--- src/rtl/fetch_prefetch_stage.sv ---
// fetch_prefetch_stage: PC generator with decoupled imem req/rsp, redirect squash and prefetch FIFO to decode.
// Latency: with zero-wait memory, first instruction reaches if_valid 2 cycles after reset release; 1 instr/cycle after that.
// Backpressure: if_ready low fills the FIFO; requests stop once FIFO occupancy plus live in-flight requests reach FIFO_DEPTH.
//
// Ports:
//   clk, reset                      - clock and asynchronous active-high reset
//   imem_req_valid/ready/addr       - instruction-memory request; valid may be withdrawn only by a redirect
//   imem_rsp_valid/data             - in-order instruction words, no backpressure
//   redirect_valid/redirect_pc      - control-flow redirect; flushes FIFO and squashes in-flight responses
//   if_valid/ready/pc/instr         - FIFO head towards decode

// Generic synchronous FIFO with flush. Push while full is legal only together
// with a pop; the write then lands in the slot being vacated by the head.
// Latency: pushed entry is visible at the head on the following cycle.
// Backpressure: none internally; the producer must respect o_count.
module fetch_fifo #(
    parameter int W     = 64,
    parameter int DEPTH = 4
) (
    input  logic                   clk,
    input  logic                   rst,
    input  logic                   i_flush,
    input  logic                   i_push_vld,
    input  logic [W-1:0]           i_push_dat,
    input  logic                   i_pop,
    output logic [$clog2(DEPTH):0] o_count,
    output logic [W-1:0]           o_head_dat
);
    localparam int AW = $clog2(DEPTH);

    logic [W-1:0]  r_mem [DEPTH];
    logic [AW-1:0] r_wr_ptr;
    logic [AW-1:0] r_rd_ptr;
    logic [AW:0]   r_count;
    logic          w_pop;

    assign w_pop      = i_pop && (r_count != '0);
    assign o_count    = r_count;
    assign o_head_dat = r_mem[r_rd_ptr];

    always_ff @(posedge clk or posedge rst) begin
        if (rst) begin
            r_wr_ptr <= '0;
            r_rd_ptr <= '0;
            r_count  <= '0;
            // Storage is cleared so the head reads zero while reset is high.
            for (int i = 0; i < DEPTH; i++) begin
                r_mem[i] <= '0;
            end
        end else if (i_flush) begin
            // Flush wins over any coincident push or pop.
            r_wr_ptr <= '0;
            r_rd_ptr <= '0;
            r_count  <= '0;
        end else begin
            if (i_push_vld) begin
                r_mem[r_wr_ptr] <= i_push_dat;
                r_wr_ptr        <= r_wr_ptr + 1'b1;
            end
            if (w_pop) begin
                r_rd_ptr <= r_rd_ptr + 1'b1;
            end
            if (i_push_vld && !w_pop) begin
                r_count <= r_count + 1'b1;
            end else if (!i_push_vld && w_pop) begin
                r_count <= r_count - 1'b1;
            end
        end
    end
endmodule

module fetch_prefetch_stage #(
    parameter int              XLEN            = 32,
    parameter logic [XLEN-1:0] RESET_PC        = '0,
    parameter int              FIFO_DEPTH      = 4,
    parameter int              MAX_OUTSTANDING = 2
) (
    input  logic            clk,
    input  logic            reset,
    output logic            imem_req_valid,
    input  logic            imem_req_ready,
    output logic [XLEN-1:0] imem_req_addr,
    input  logic            imem_rsp_valid,
    input  logic [31:0]     imem_rsp_data,
    input  logic            redirect_valid,
    input  logic [XLEN-1:0] redirect_pc,
    output logic            if_valid,
    input  logic            if_ready,
    output logic [XLEN-1:0] if_pc,
    output logic [31:0]     if_instr
);
    // Outstanding counter holds 0..MAX_OUTSTANDING; drop counter never exceeds it.
    localparam int OW  = $clog2(MAX_OUTSTANDING + 1);
    // FIFO occupancy counter holds 0..FIFO_DEPTH.
    localparam int FCW = $clog2(FIFO_DEPTH) + 1;
    // Credit sum can reach FIFO_DEPTH + MAX_OUTSTANDING before subtraction.
    localparam int CW  = $clog2(FIFO_DEPTH + MAX_OUTSTANDING + 1);

    localparam logic [XLEN-1:0] ALIGN_MASK = ~XLEN'(3);
    localparam logic [XLEN-1:0] PC_STEP    = XLEN'(4);

    typedef struct packed {
        logic [XLEN-1:0] pc;
        logic [31:0]     instr;
    } fq_ent_t;

    logic [XLEN-1:0] r_fetch_pc;
    logic [XLEN-1:0] r_rsp_pc;
    logic [OW-1:0]   r_outstanding;
    logic [OW-1:0]   r_drop_cnt;

    logic [FCW-1:0]  w_fifo_count;
    fq_ent_t         w_push_ent;
    fq_ent_t         w_head_ent;
    logic [CW-1:0]   w_inflight;
    logic [XLEN-1:0] w_redirect_pc;
    logic            w_out_ok;
    logic            w_credit_ok;
    logic            w_req_vld;
    logic            w_req_fire;
    logic            w_rsp_acc;
    logic            w_rsp_drop;
    logic            w_push;
    logic            w_pop;

    assign w_redirect_pc = redirect_pc & ALIGN_MASK;

    // Requests that will still land in the FIFO (squashed ones excluded) plus
    // current occupancy must stay below depth, so a push always has a slot.
    assign w_inflight  = CW'(w_fifo_count) + CW'(r_outstanding) - CW'(r_drop_cnt);
    assign w_credit_ok = w_inflight < CW'(FIFO_DEPTH);
    assign w_out_ok    = r_outstanding < OW'(MAX_OUTSTANDING);

    // A redirect withdraws the request in the same cycle: the old fetch_pc is stale.
    assign w_req_vld  = !reset && !redirect_valid && w_out_ok && w_credit_ok;
    assign w_req_fire = w_req_vld && imem_req_ready;

    // A response with nothing outstanding is a protocol violation and is ignored.
    assign w_rsp_acc  = imem_rsp_valid && (r_outstanding != '0);
    assign w_rsp_drop = w_rsp_acc && (r_drop_cnt != '0);
    // On a redirect cycle the live response belongs to the old stream too.
    assign w_push     = w_rsp_acc && !w_rsp_drop && !redirect_valid;

    assign if_valid = !reset && (w_fifo_count != '0);
    assign w_pop    = if_valid && if_ready;

    assign w_push_ent.pc    = r_rsp_pc;
    assign w_push_ent.instr = imem_rsp_data;

    assign imem_req_valid = w_req_vld;
    assign imem_req_addr  = r_fetch_pc & ALIGN_MASK;
    assign if_pc          = w_head_ent.pc;
    assign if_instr       = w_head_ent.instr;

    always_ff @(posedge clk or posedge reset) begin
        if (reset) begin
            r_fetch_pc    <= RESET_PC;
            r_rsp_pc      <= RESET_PC;
            r_outstanding <= '0;
            r_drop_cnt    <= '0;
        end else begin
            // Fire and response together leave the count unchanged.
            if (w_req_fire && !w_rsp_acc) begin
                r_outstanding <= r_outstanding + 1'b1;
            end else if (!w_req_fire && w_rsp_acc) begin
                r_outstanding <= r_outstanding - 1'b1;
            end

            if (redirect_valid) begin
                r_fetch_pc <= w_redirect_pc;
                r_rsp_pc   <= w_redirect_pc;
                // Every request still in flight after this cycle is stale,
                // whatever the previous drop count was.
                r_drop_cnt <= r_outstanding - OW'(w_rsp_acc);
            end else begin
                if (w_req_fire) begin
                    r_fetch_pc <= r_fetch_pc + PC_STEP;
                end
                if (w_push) begin
                    r_rsp_pc <= r_rsp_pc + PC_STEP;
                end
                if (w_rsp_drop) begin
                    r_drop_cnt <= r_drop_cnt - 1'b1;
                end
            end
        end
    end

    fetch_fifo #(
        .W     (XLEN + 32),
        .DEPTH (FIFO_DEPTH)
    ) u_fifo (
        .clk        (clk),
        .rst        (reset),
        .i_flush    (redirect_valid),
        .i_push_vld (w_push),
        .i_push_dat (w_push_ent),
        .i_pop      (w_pop),
        .o_count    (w_fifo_count),
        .o_head_dat (w_head_ent)
    );
endmodule

--- config.mk ---
export PLATFORM = sky130hd
export DESIGN_NAME = fetch_prefetch_stage
export DESIGN_NICKNAME = d
export VERILOG_FILES = /design/src/rtl/fetch_prefetch_stage.sv
export SDC_FILE = /design/constraint.sdc
export NUM_CORES = 1
export LEC_CHECK = 0
export BUFFER_PORTS_ARGS = -buffer_cell sky130_fd_sc_hd__buf_4
export CAP_MARGIN = 20
export CORE_MARGIN = 5
export CORE_UTILIZATION = 44
export CTS_CLUSTER_SIZE = 16
export DETAILED_ROUTE_END_ITERATION = 12
export PLACE_DENSITY = 0.76
export RECOVER_POWER = 25
export SETUP_SLACK_MARGIN = 0.2
export SKIP_CTS_REPAIR_TIMING = 1
export SYNTH_ARGS = -nofsm -noshare
export SYNTH_HDL_FRONTEND = slang
export SYNTH_SLANG_ARGS = --single-unit
--- constraint.sdc ---
create_clock -name clk -period 9.33 [get_ports clk]
set_input_delay 0.4665 -clock clk [delete_from_list [all_inputs] [get_ports clk]]
set_output_delay 0.4665 -clock clk [all_outputs]
set_load 0.05 [all_outputs]
==> flow_metrics.env <==
export IMPL_post_route_cells_drive_above_1_share_pct=46.0
export IMPL_wl_per_cell_um=20.0
export IMPL_nNetsFinal=1273
export IMPL_ys_seq_area_share_pct=53.8
export IMPL_max_slew_worst_pin_slew_ns=3.84
export IMPL_violations="capacitance limit, slew limit"
export IMPL_ys_flop_type="dfrtp_1"
export IMPL_final_instance_count_excl_fill=1663
export IMPL_cts_clk_slew_worst_paths_ns=0.06
export IMPL_clock_tree_htree_level_count=2
export IMPL_async_flop_share_pct=100
export IMPL_slowest_delay_ns=2.73
export IMPL_root_buffer="clkbuf_16"
export IMPL_die_x_um=194
export IMPL_syn_instance_count=1046
export IMPL_critPathKind="input port to asynchronous set/reset pin"
export IMPL_critPathRequiredTime_ns=9.06
export IMPL_cts_buffers_inserted=36
export IMPL_highest_layer="met4"
export IMPL_hold_viol=0
export IMPL_crit_end="u_fifo.r_mem[91]$_DFFE_PP0P_"
export IMPL_grt_pass1_vias=9628
export IMPL_drv_cap=3
export IMPL_clock_latency_ns=0.51
export IMPL_vias=9167
export IMPL_cts_tree="done"
export IMPL_grt_antenna_before_repair=0
export IMPL_die_h_um=194
export IMPL_r2r_start="r_outstanding[1]$_DFFE_PP0P_"
export IMPL_ant_nets=0
export IMPL_wl_met2_mm=16.2
export IMPL_fin_util_pct=52.5
export IMPL_yosys_warnings=0
export IMPL_startpoint_type="input port"
export IMPL_setup_viol=0
export IMPL_dp_hpwl_mm=21.2
export IMPL_fin_crit_sh_pct=55.2
export IMPL_cts_sinks=319
export IMPL_die_area_sq_um=37500
export IMPL_synthToLayoutAreaGrowth_pct=18.3
export IMPL_finalCriticalPeriod_ns=5.15
export IMPL_timing_fmax_ghz=0.194
export IMPL_first_iter_violations=429
export IMPL_rrSetupSlack_ns=5.55
export IMPL_cts_buffer_depth=3
export IMPL_first_pass_iters=5
export IMPL_yosysUniqueCellTypes=52
export IMPL_overflow=0
export IMPL_placed_area_sq_um=16400
export IMPL_fin_setup_tns_ns=0
export IMPL_power_leakage_nw=7.94
export IMPL_slew_headroom_pct=-156
export IMPL_drcViolationCount=0
export IMPL_rsz0062_at_grt="false"
export IMPL_wl_met3_mm=1.50
export IMPL_min_path_cells=2
export IMPL_holdWs_ns=0.193
export IMPL_endpoint_kind="asynchronous set/reset pin"
export IMPL_crit_start="reset"
export IMPL_rows=67
export IMPL_worstPathMaxFanout=73
export IMPL_path_cells="clkbuf_1 > clkinvlp_2 > clkbuf_1 > clkbuf_1"
export IMPL_io_pins=168
export IMPL_num_antenna_cells=0
export IMPL_grt_usage_pct=17.6
export IMPL_avgSynthCellArea_sq_um=14.2
export IMPL_cp_slowest_cell="clkbuf_1"
export IMPL_grt_max_degree=80
export IMPL_crit_top_cell="clkbuf_1"
export IMPL_maxSlewViolCount=177
export IMPL_core_sq_um=33400
export IMPL_grt_first_pass_wirelength_mm=54.4
export IMPL_synth_seq_cells=319
export IMPL_routed_wl_mm=33.2
export IMPL_final_fill_count=2749
export IMPL_finalInstanceArea_sq_um=17600
export IMPL_syn_cell_area_sq_um=14800
export IMPL_power_density_nw_per_um2=293
export IMPL_initial_core_util_pct=44.4
export IMPL_worstHoldPathType="input port to register"
export IMPL_postLayoutSetupSlackWorst_ns=4.18
export IMPL_r2r_cells=9
export IMPL_dp_cells=1598
export IMPL_port_buffers=161
export IMPL_skew_ns=0.0123
export IMPL_finalPower_mw=5.14
export IMPL_cp_arrival_ns=4.88
export IMPL_pre_cts_ws_ns=5.51
export IMPL_status="complete, but fails checks"
export IMPL_synth_edff_count=0
export IMPL_avgViaCountPerCell=5.51
export IMPL_gp_congestion=0.846
export IMPL_timing_rr_end="r_fetch_pc[31]$_DFFE_PP0P_"
export IMPL_wirelength_met1_mm=15.1
export IMPL_peakVddDrop_uv=201
## cell usage in the layout, fill, tap and decap left out, types with 11 or more instances in the layout
| master | instances |
|---|---|
| a21oi_1 | 20 |
| and3_1 | 11 |
| buf_4 | 149 |
| clkbuf_1 | 32 |
| clkbuf_16 | 37 |
| dfrtp_1 | 317 |
| ha_1 | 11 |
| inv_1 | 21 |
| mux2_2 | 276 |
| mux4_2 | 62 |
| nand2_1 | 37 |
| nand3_1 | 24 |
| nand4_1 | 16 |
| nor2_1 | 23 |
| o21ai_0 | 15 |
| xnor2_1 | 31 |
| xor2_1 | 29 |
## routing by layer
layer  vias up  track usage (%)
met3        33             3.23
li1       4100                -
met2       197             28.7
met5         -                0
met4         0             3.25
met1      4837             25.2
## cell families after synthesis
| logic type | share of synthesized area [%] |
|---|---|
| AOI/OAI and AO/OA | 3.25 |
| DFF | 53.8 |
| other | 0.0253 |
| adders and majority gates | 1.20 |
| xor gates and xnor gates | 3.54 |
| and+or+nand+nor | 5.07 |
| muxes | 30.5 |
| buffers and inverters | 2.66 |
## cells in the mapped netlist (3+ instances only)
master     number  area [sq um]
xor2_1         29           254
and3_1         15          93.8
and4_1          4          35.0
o21a_1          3          22.5
nand3_1        24           120
a21oi_1        20           100
dfrtp_1       319          7980
mux4_2         62          1400
nor2_1         23          86.3
o21ai_0        14          70.1
ha_1           11           138
clkbuf_1       53           199
inv_1          23          86.3
mux2_2        276          3110
a211oi_1        9          67.6
o211ai_1        7          52.6
buf_1          15          56.3
nand2_1        37           139
or3_1           3          18.8
nand4_1        16           100
buf_4           4          30.0
nor3_1          8          40.0
xnor2_1        31           272
a2111oi_0       4          35.0
## sequential cells by signal, summed over array words and instances, names as in the netlist
register	count
r_rsp_pc	30
u_fifo.r_mem	248
u_fifo.r_rd_ptr	2
u_fifo.r_wr_ptr	2
u_fifo.o_count	3
r_outstanding	2
r_fetch_pc	30
r_drop_cnt	2
## critical path, delay by kind of cell
family	cells	cell delay, ns
buffers and inverters	4	4.34
## area by class of cell
cell class,instances,area [sq um],share of cell area (%)
tap,448,561,3.19
sequential,319,7990,45.5
clock buffer,50,1060,6.06
clock inverter,13,159,0.905
timing repair buffer,177,1220,6.97
multi-input combinational,633,6480,36.9
inverter,23,87.6,0.499
## power breakdown
part | switching (mW) | leakage [nW] | internal [mW]
logic | 1.10 | 3.14 | 0.734
registers | 0.205 | 4.19 | 1.66
clock network | 0.559 | 0.609 | 0.882
## worst min path at each step
stage | to | from | slack, ns
after global routing | r_rsp_pc[22]$_DFFE_PP0N_ | redirect_pc[22] | 0.17
after CTS | r_fetch_pc[24]$_DFFE_PP0P_ | redirect_pc[24] | 0.17
after detailed placement | u_fifo.r_mem[17]$_DFFE_PP0P_ | u_fifo.r_mem[17]$_DFFE_PP0P_ | 0.49
after global placement | u_fifo.r_mem[84]$_DFFE_PP0P_ | u_fifo.r_mem[84]$_DFFE_PP0P_ | 0.48
after floorplan | u_fifo.r_mem[125]$_DFFE_PP0P_ | u_fifo.r_mem[125]$_DFFE_PP0P_ | 0.48
final | r_rsp_pc[22]$_DFFE_PP0N_ | redirect_pc[22] | 0.19
Power figures use the tool's default switching activity.
